File: src/rtl/bank_miss_queue_pkg.sv
// Shared definitions for the per-bank miss queue: default sizes and the
// logical layout of one outstanding-miss entry.
package bank_miss_queue_pkg;

  localparam int LINE_ADDR_W     = 26;
  localparam int DATA_W          = 64;
  localparam int MSHR_ENTRIES    = 8;
  localparam int MSHR_ADDR_WIDTH = $clog2(MSHR_ENTRIES);

  typedef struct packed {
    logic                   valid;
    logic                   ready;
    logic [LINE_ADDR_W-1:0] addr;
    logic [DATA_W-1:0]      data;
  } mshr_entry_t;

endpackage

File: src/rtl/bank_miss_queue_if.sv
// Allocation, fill and replay signals between the bank pipeline and its miss queue.
interface bank_miss_queue_if
  import bank_miss_queue_pkg::*;
#(
  parameter int LINE_ADDR_WIDTH = LINE_ADDR_W,
  parameter int DATA_WIDTH      = DATA_W,
  parameter int ID_WIDTH        = MSHR_ADDR_WIDTH
);
  logic                       alloc_valid;
  logic                       alloc_ready;
  logic [LINE_ADDR_WIDTH-1:0] alloc_addr;
  logic [DATA_WIDTH-1:0]      alloc_data;
  logic [ID_WIDTH-1:0]        alloc_id;
  logic                       alloc_pending;
  logic                       fill_valid;
  logic [LINE_ADDR_WIDTH-1:0] fill_addr;
  logic                       deq_valid;
  logic                       deq_ready;
  logic [LINE_ADDR_WIDTH-1:0] deq_addr;
  logic [DATA_WIDTH-1:0]      deq_data;
  logic                       empty;
  logic                       full;

  modport master (
    output alloc_valid, alloc_addr, alloc_data, fill_valid, fill_addr, deq_ready,
    input  alloc_ready, alloc_id, alloc_pending, deq_valid, deq_addr, deq_data, empty, full
  );

  modport slave (
    input  alloc_valid, alloc_addr, alloc_data, fill_valid, fill_addr, deq_ready,
    output alloc_ready, alloc_id, alloc_pending, deq_valid, deq_addr, deq_data, empty, full
  );
endinterface

File: src/rtl/bank_miss_queue_mshr_addr_cam.sv
// Parallel address compare across all queue entries. With SKIP_READY set,
// entries whose fill already arrived are excluded (used for the pending check).
module mshr_addr_cam #(
  parameter int ENTRIES    = 8,
  parameter int ADDR_WIDTH = 26,
  parameter bit SKIP_READY = 1'b0
) (
  input  logic [ADDR_WIDTH-1:0] addr_i [ENTRIES],
  input  logic [ENTRIES-1:0]    valid_i,
  input  logic [ENTRIES-1:0]    ready_i,
  input  logic [ADDR_WIDTH-1:0] query_i,
  output logic [ENTRIES-1:0]    match_o
);

  always_comb begin
    match_o = '0;
    for (int i = 0; i < ENTRIES; i++) begin
      match_o[i] = valid_i[i] && !(SKIP_READY && ready_i[i]) && (addr_i[i] == query_i);
    end
  end

endmodule

File: src/rtl/bank_miss_queue.sv
// Per-bank miss queue: holds missed requests until their line is filled,
// reports already-outstanding lines, and replays strictly in allocation order.
module bank_miss_queue
  import bank_miss_queue_pkg::*;
#(
  parameter int LINE_ADDR_WIDTH = LINE_ADDR_W,
  parameter int MSHR_SIZE       = MSHR_ENTRIES,
  parameter int DATA_WIDTH      = DATA_W
) (
  input  logic              clk,
  input  logic              reset,
  bank_miss_queue_if.slave  bus
);

  localparam int AW = $clog2(MSHR_SIZE);

  logic [MSHR_SIZE-1:0]       valid_q, valid_d;
  logic [MSHR_SIZE-1:0]       ready_q, ready_d;
  logic [LINE_ADDR_WIDTH-1:0] addr_q [MSHR_SIZE];
  logic [DATA_WIDTH-1:0]      data_q [MSHR_SIZE];
  logic [AW-1:0]              head_q, head_d;
  logic [AW-1:0]              tail_q, tail_d;
  logic [AW:0]                count_q, count_d;

  logic [MSHR_SIZE-1:0] allocMatch;
  logic [MSHR_SIZE-1:0] fillMatch;
  logic                 fullFlag;
  logic                 deqValid;
  logic                 allocFire;
  logic                 deqFire;
  logic                 allocSameFill;

  mshr_addr_cam #(
    .ENTRIES    (MSHR_SIZE),
    .ADDR_WIDTH (LINE_ADDR_WIDTH),
    .SKIP_READY (1'b1)
  ) u_alloc_cam (
    .addr_i  (addr_q),
    .valid_i (valid_q),
    .ready_i (ready_q),
    .query_i (bus.alloc_addr),
    .match_o (allocMatch)
  );

  mshr_addr_cam #(
    .ENTRIES    (MSHR_SIZE),
    .ADDR_WIDTH (LINE_ADDR_WIDTH),
    .SKIP_READY (1'b0)
  ) u_fill_cam (
    .addr_i  (addr_q),
    .valid_i (valid_q),
    .ready_i (ready_q),
    .query_i (bus.fill_addr),
    .match_o (fillMatch)
  );

  // alloc_ready comes from the registered count only, so a full queue refuses
  // an enqueue even when the head leaves in the same cycle.
  assign fullFlag      = (count_q == (AW+1)'(MSHR_SIZE));
  assign deqValid      = valid_q[head_q] && ready_q[head_q];
  assign allocFire     = bus.alloc_valid && !fullFlag;
  assign deqFire       = deqValid && bus.deq_ready;
  assign allocSameFill = bus.fill_valid && (bus.fill_addr == bus.alloc_addr);

  assign bus.alloc_ready   = !fullFlag;
  assign bus.alloc_id      = tail_q;
  assign bus.alloc_pending = (|allocMatch) || allocSameFill;
  assign bus.deq_valid     = deqValid;
  assign bus.deq_addr      = addr_q[head_q];
  assign bus.deq_data      = data_q[head_q];
  assign bus.empty         = (count_q == '0);
  assign bus.full          = fullFlag;

  // The dequeue is applied after the fill so a head that is filled and
  // replayed in the same cycle ends up freed rather than left ready.
  always_comb begin
    valid_d = valid_q;
    ready_d = ready_q | (bus.fill_valid ? fillMatch : '0);
    head_d  = head_q;
    tail_d  = tail_q;
    count_d = count_q + (AW+1)'(allocFire) - (AW+1)'(deqFire);
    if (allocFire) begin
      valid_d[tail_q] = 1'b1;
      ready_d[tail_q] = allocSameFill;
      tail_d          = tail_q + AW'(1);
    end
    if (deqFire) begin
      valid_d[head_q] = 1'b0;
      ready_d[head_q] = 1'b0;
      head_d          = head_q + AW'(1);
    end
  end

  always_ff @(posedge clk or negedge reset) begin
    if (!reset) begin
      valid_q <= '0;
      ready_q <= '0;
      head_q  <= '0;
      tail_q  <= '0;
      count_q <= '0;
    end else begin
      valid_q <= valid_d;
      ready_q <= ready_d;
      head_q  <= head_d;
      tail_q  <= tail_d;
      count_q <= count_d;
    end
  end

  // Payload storage needs no reset: it is only observed behind a valid bit.
  always_ff @(posedge clk) begin
    if (allocFire) begin
      addr_q[tail_q] <= bus.alloc_addr;
      data_q[tail_q] <= bus.alloc_data;
    end
  end

endmodule

File: src/flat_wrapper.sv
// flat-port wrapper written by rule: the top's interface ports become plain ports
module bank_miss_queue_flat import bank_miss_queue_pkg::*;
#(
  parameter int LINE_ADDR_WIDTH = LINE_ADDR_W,
  parameter int MSHR_SIZE       = MSHR_ENTRIES,
  parameter int DATA_WIDTH      = DATA_W
)
  (clk, reset, bus_alloc_valid, bus_alloc_addr, bus_alloc_data, bus_fill_valid, bus_fill_addr, bus_deq_ready, bus_alloc_ready, bus_alloc_id, bus_alloc_pending, bus_deq_valid, bus_deq_addr, bus_deq_data, bus_empty, bus_full);
  bank_miss_queue_if #(.LINE_ADDR_WIDTH(LINE_ADDR_WIDTH), .DATA_WIDTH(DATA_WIDTH), .ID_WIDTH(MSHR_ADDR_WIDTH)) bus_i ();
  input  logic clk;
  input  logic reset;
  input wire logic [$bits(bus_i.alloc_valid)-1:0] bus_alloc_valid;
  input wire logic [$bits(bus_i.alloc_addr)-1:0] bus_alloc_addr;
  input wire logic [$bits(bus_i.alloc_data)-1:0] bus_alloc_data;
  input wire logic [$bits(bus_i.fill_valid)-1:0] bus_fill_valid;
  input wire logic [$bits(bus_i.fill_addr)-1:0] bus_fill_addr;
  input wire logic [$bits(bus_i.deq_ready)-1:0] bus_deq_ready;
  output wire logic [$bits(bus_i.alloc_ready)-1:0] bus_alloc_ready;
  output wire logic [$bits(bus_i.alloc_id)-1:0] bus_alloc_id;
  output wire logic [$bits(bus_i.alloc_pending)-1:0] bus_alloc_pending;
  output wire logic [$bits(bus_i.deq_valid)-1:0] bus_deq_valid;
  output wire logic [$bits(bus_i.deq_addr)-1:0] bus_deq_addr;
  output wire logic [$bits(bus_i.deq_data)-1:0] bus_deq_data;
  output wire logic [$bits(bus_i.empty)-1:0] bus_empty;
  output wire logic [$bits(bus_i.full)-1:0] bus_full;
  assign bus_i.alloc_valid = bus_alloc_valid;
  assign bus_i.alloc_addr = bus_alloc_addr;
  assign bus_i.alloc_data = bus_alloc_data;
  assign bus_i.fill_valid = bus_fill_valid;
  assign bus_i.fill_addr = bus_fill_addr;
  assign bus_i.deq_ready = bus_deq_ready;
  assign bus_alloc_ready = bus_i.alloc_ready;
  assign bus_alloc_id = bus_i.alloc_id;
  assign bus_alloc_pending = bus_i.alloc_pending;
  assign bus_deq_valid = bus_i.deq_valid;
  assign bus_deq_addr = bus_i.deq_addr;
  assign bus_deq_data = bus_i.deq_data;
  assign bus_empty = bus_i.empty;
  assign bus_full = bus_i.full;
  bank_miss_queue #(.LINE_ADDR_WIDTH(LINE_ADDR_WIDTH), .MSHR_SIZE(MSHR_SIZE), .DATA_WIDTH(DATA_WIDTH)) u_core (.clk(clk), .reset(reset), .bus(bus_i));
endmodule
File: config.mk
export PLATFORM = sky130hd
export DESIGN_NAME = bank_miss_queue_flat
export DESIGN_NICKNAME = d
export VERILOG_FILES = /design/src/rtl/bank_miss_queue_pkg.sv /design/src/rtl/bank_miss_queue_if.sv /design/src/rtl/bank_miss_queue_mshr_addr_cam.sv /design/src/rtl/bank_miss_queue.sv /design/src/flat_wrapper.sv
export SDC_FILE = /design/constraint.sdc
export NUM_CORES = 1
export LEC_CHECK = 0
export ABC_AREA = 1
export BUFFER_PORTS_ARGS = -buffer_cell sky130_fd_sc_hd__clkbuf_2
export CORE_AREA = 2 2 307 309
export CTS_BUF_LIST = sky130_fd_sc_hd__clkbuf_8
export DETAILED_ROUTE_END_ITERATION = 12
export DIE_AREA = 0 0 309 311
export GPL_TIMING_DRIVEN = 0
export PLACE_DENSITY = 0.62
export SLEW_MARGIN = 20
export SYNTH_ARGS = -nofsm -noshare
export SYNTH_HDL_FRONTEND = slang
export SYNTH_HIERARCHICAL = 1
export SYNTH_SLANG_ARGS = --single-unit
File: constraint.sdc
create_clock -name clk -period 14.76 [get_ports clk]
set_input_delay 2.952 -clock clk [delete_from_list [all_inputs] [get_ports clk]]
set_output_delay 2.952 -clock clk [all_outputs]
set_load 0.05 [all_outputs]
==> summary.md <==
| Metric | Value |
|---|---|
| Routed len/inst | `~27 um` |
| Worst R2R Path Depth | `13` |
| CP Capture Type | `output pin` |
| Via count | `roughly 30000` |
| Switching share of power | `0.4638` |
| Initial antenna violation count | `12` |
| Setup TNS Final | `0 ns` |
| Internal power | `0.004433 W` |
| Later-pin clock latency in the skew report | `between 0.8 and 0.9 ns` |
| Hold_ws | `about 0.55 ns` |
| Post-synthesis register bit count | `approximately 750` |
| H-tree lvl count | `4` |
| Final period utilization | `0.5834` |
| Comb power frac | `0.434` |
| Sequential share of power | `0.348` |
| Startpoint types | `input port` |
| Critical path origin | `bus_alloc_addr[7]` |
| Ys async rst share | `0.03485` |
| Most used cell, CP | `nand2_1` |
| Resized Gates After CTS | `0` |
| Post-Place Setup Slack | `roughly 6.2 ns` |
| Setup CP Type | `in -> out` |
| CP required | `11.81 ns` |
| Largest net degree at the start of global routing | `between 70 and 80` |
| Peak supply drop | `~0.00017 V` |
| Design area | `around 43000 um2` |
| Design Power | `a little over 0.008 W` |
| Worst hold stages | `1` |
| Synth Instances | `a little over 4000` |
| Final GP Congestion | `1.072` |
| IO buf count | `217` |
| First-pass GRT wire length | `approximately 220 mm` |
| Placement Cell Area | `slightly above 40000 um2` |
| DRC Markers | `0` |
| Worst reg-to-reg setup slack | `11.18 ns` |
| Ys flop type | `edfxtp_1` |
| Crit-path cells | `clkbuf_2 -> buf_4 -> inv_2 -> nand2_1 -> nand2_1 -> nor2_1 -> nand2_1 -> nor2_1 -> nand2_1 -> nor2_1 -> nor4_1 -> nand3_1 -> clkbuf_2` |
| Hold worst-path end | `u_core/count_q[0]$_DFF_PN0_` |
| Post-DP HPWL | `115.9 mm` |
| CTS buffer count | `between 100 and 150` |
| Number of synthesized flops with an enable pin | `720` |
| Starting density of the core | `0.3960` |
| Clk sinks | `between 700 and 800` |
| Sequential area share after synthesis | `0.6063` |
| Ports | `roughly 220` |
| Leakage | `18.24 nW` |
| FF-to-FF End | `u_core/data_q[5][47]$_DFFE_PP_` |
| Hold Buf Count CTS | `0` |
| Worst Max-Slew Pin Slew | `approximately 1.3 ns` |
| Share of cells above drive strength 1 | `0.1313` |
| Vias per inst | `between 5 and 6` |
| Die area | `just under 100000 um2` |
| Fin. max-slew vios | `0` |
| Unrepaired setup endpoints after global routing | `no` |
| Outcome | `finished clean` |
| Area Growth Syn to Fin | `16.23%` |
| Grt total ovfl | `0` |
| Crit path DAT | `5.66 ns` |
| Hold Path Origin | `u_core/count_q[0]$_DFF_PN0_` |
| Final hold vios | `0` |
| Total core area | `92770 um2` |
| Longest Clk Path Bufs | `3` |
| Slew margin rel. | `0.1208` |
| Drt total wl | `around 160 mm` |
| Postcts setup bufs | `0` |
| Synthesized net count | `between 4000 and 5000` |
| Worst Skew | `around 0.056 ns` |
| Routed Antenna Nets | `0` |
| Hold WC Path Type | `reg -> reg` |
| Vias in the first global route | `between 20000 and 30000` |
| CTS tree | `yes` |
| Post-layout nets | `between 4000 and 5000` |
| CP max stage delay | `0.41 ns` |
| Die width | `around 310 um` |
| Root Driver | `clkbuf_8` |
| Tot GR Track Use | `0.3247` |
| Period minus WS final | `between 8 and 9 ns` |
| Endpoints failing setup | `0` |
| Synth Cell Area | `36730 um2` |
| Reg2reg start | `u_core/count_q[2]$_DFF_PN0_` |
| PwrDens | `a little under 200 nW/um2` |
| Clock share of power | `0.218` |
| Die Ht | `around 310 um` |
| Crit-path max FO | `11` |
| Number of max-cap violations | `0` |
| Pre-antenna DRT Iters | `6` |
| Synth unique cells | `38` |
| Syn_area_per_cell | `approximately 9 um2` |
| 1st-iter DRT viols | `3634` |
| Synth Warn # | `6` |
| Slowest CP cell | `nor2_1` |
| Setup ws final | `6.149 ns` |
| Max Fclk | `roughly 120 MHz` |
| Clock transition at path regs | `0.05 ns` |
| P_sw | `0.003834 W` |
| Rows | `between 100 and 150` |
[cell usage after synthesis, types with 2 or more instances]
cell type	count	share of area
a21boi_0	6	0.0012
buf_6	4	0.0012
a21oi_1	95	0.013
nor2_1	554	0.057
buf_1	5	0.00051
o211ai_1	91	0.019
o21ai_1	30	0.0041
xnor2_1	62	0.015
buf_2	30	0.0041
nor4_1	3	0.00051
nand2_2	5	0.00085
nor3b_1	2	0.00041
nor2_2	16	0.0027
buf_4	53	0.011
o21ai_0	254	0.035
a211oi_1	3	0.00061
inv_2	34	0.0035
xor2_1	17	0.0041
edfxtp_1	720	0.59
nor3_1	2	0.00027
clkbuf_1	68	0.0069
dfrtp_1	26	0.018
nand2_1	1348	0.14
ha_1	8	0.0027
nor2_4	3	0.00092
inv_1	477	0.049
nand3_1	35	0.0048
o22ai_1	90	0.015
o21a_1	5	0.0010
[cell usage in the layout (no fill, tap or decap), types with 30 or more instances in the layout]
cell / Yosys / layout
edfxtp_1: 720 / 720
inv_2: 34 / 34
xnor2_1: 62 / 62
o211ai_1: 91 / 91
clkbuf_1: 68 / 63
o21ai_0: 254 / 254
o21ai_1: 30 / 30
inv_1: 477 / 523
nor2_1: 554 / 550
buf_4: 53 / 75
clkbuf_2: 0 / 223
clkbuf_8: 0 / 134
o22ai_1: 90 / 90
buf_2: 30 / 40
a21oi_1: 95 / 95
nand2_1: 1348 / 1348
nand3_1: 35 / 35
[critical path: cells and delay by family]
| family | cells | cell delay (ns) |
|---|---|---|
| AND/OR/NAND/NOR | 9 | 1.66 |
| buffers and inverters | 4 | 1.03 |
[per-stage QoR]
step / utilization / cells
after floorplan: - / 4055
after global placement: 0.4246 / 5526
after detailed placement: 0.4341 / 5584
after CTS: 0.4602 / 5816
after global routing: 0.4602 / 5818
final: 0.4603 / 5819
[how the worst max path moves through the flow]
stage / end
detailed placement: bus_alloc_pending
global route: bus_alloc_pending
floorplan: u_core/addr_q[52]$_DFFE_PP_
finish: bus_alloc_pending
CTS: bus_alloc_pending
global placement: u_core/data_q[5][61]$_DFFE_PP_
[metal layers]
metal,global-route usage,part of all wire,vias up,wire [um]
met5,0,0.00074,-,116
met4,0.1738,0.058,16,9198
met3,0.06552,0.085,366,13330
met2,0.5057,0.45,1544,71430
met1,0.4261,0.40,14890,63490
li1,-,-,14000,-
[cells by family after synthesis]
kind of cell | synth area share
AO/OA/AOI/OAI | 0.08910
adder cells (fa/ha/maj) | 0.003270
AND/OR/NAND/NOR | 0.2062
buffers and inverters | 0.07633
flip-flops | 0.6063
XOR/XNOR | 0.01884
[registers in the layout (all words and copies together), names as in the netlist]
name	count
u_core/ready_q	8
u_core/valid_q	8
u_core/addr_q	208
u_core/head_q	3
u_core/count_q	4
u_core/bus.alloc_id	3
u_core/data_q	512
[cell type report]
| cell class | count | area (um2) |
|---|---|---|
| Tap cell | 1254 | 1569 |
| Antenna cell | 3 | 7.507 |
| Clock buffer | 134 | 1844 |
| Inverter | 512 | 1937 |
| Timing Repair Buffer | 275 | 1901 |
| Multi-Input combinational cell | 2636 | 11700 |
| Buffer | 161 | 890.9 |
| Sequential cell | 746 | 22270 |
| Fill cell | 9131 | 50070 |
| Clock inverter | 98 | 576.8 |
[power by group through the flow]
stage / combinational [W] / clock (W) / sequential, W
global route: 0.00378 / 0.00193 / 0.00289
global placement: 0.00343 / 0 / 0.00302
floorplan: 0.00219 / 0 / 0.00289
finish: 0.00359 / 0.00180 / 0.00287
detailed placement: 0.00355 / 0 / 0.00291
CTS: 0.00356 / 0.00184 / 0.00287
(Power assumes the default switching activity.)
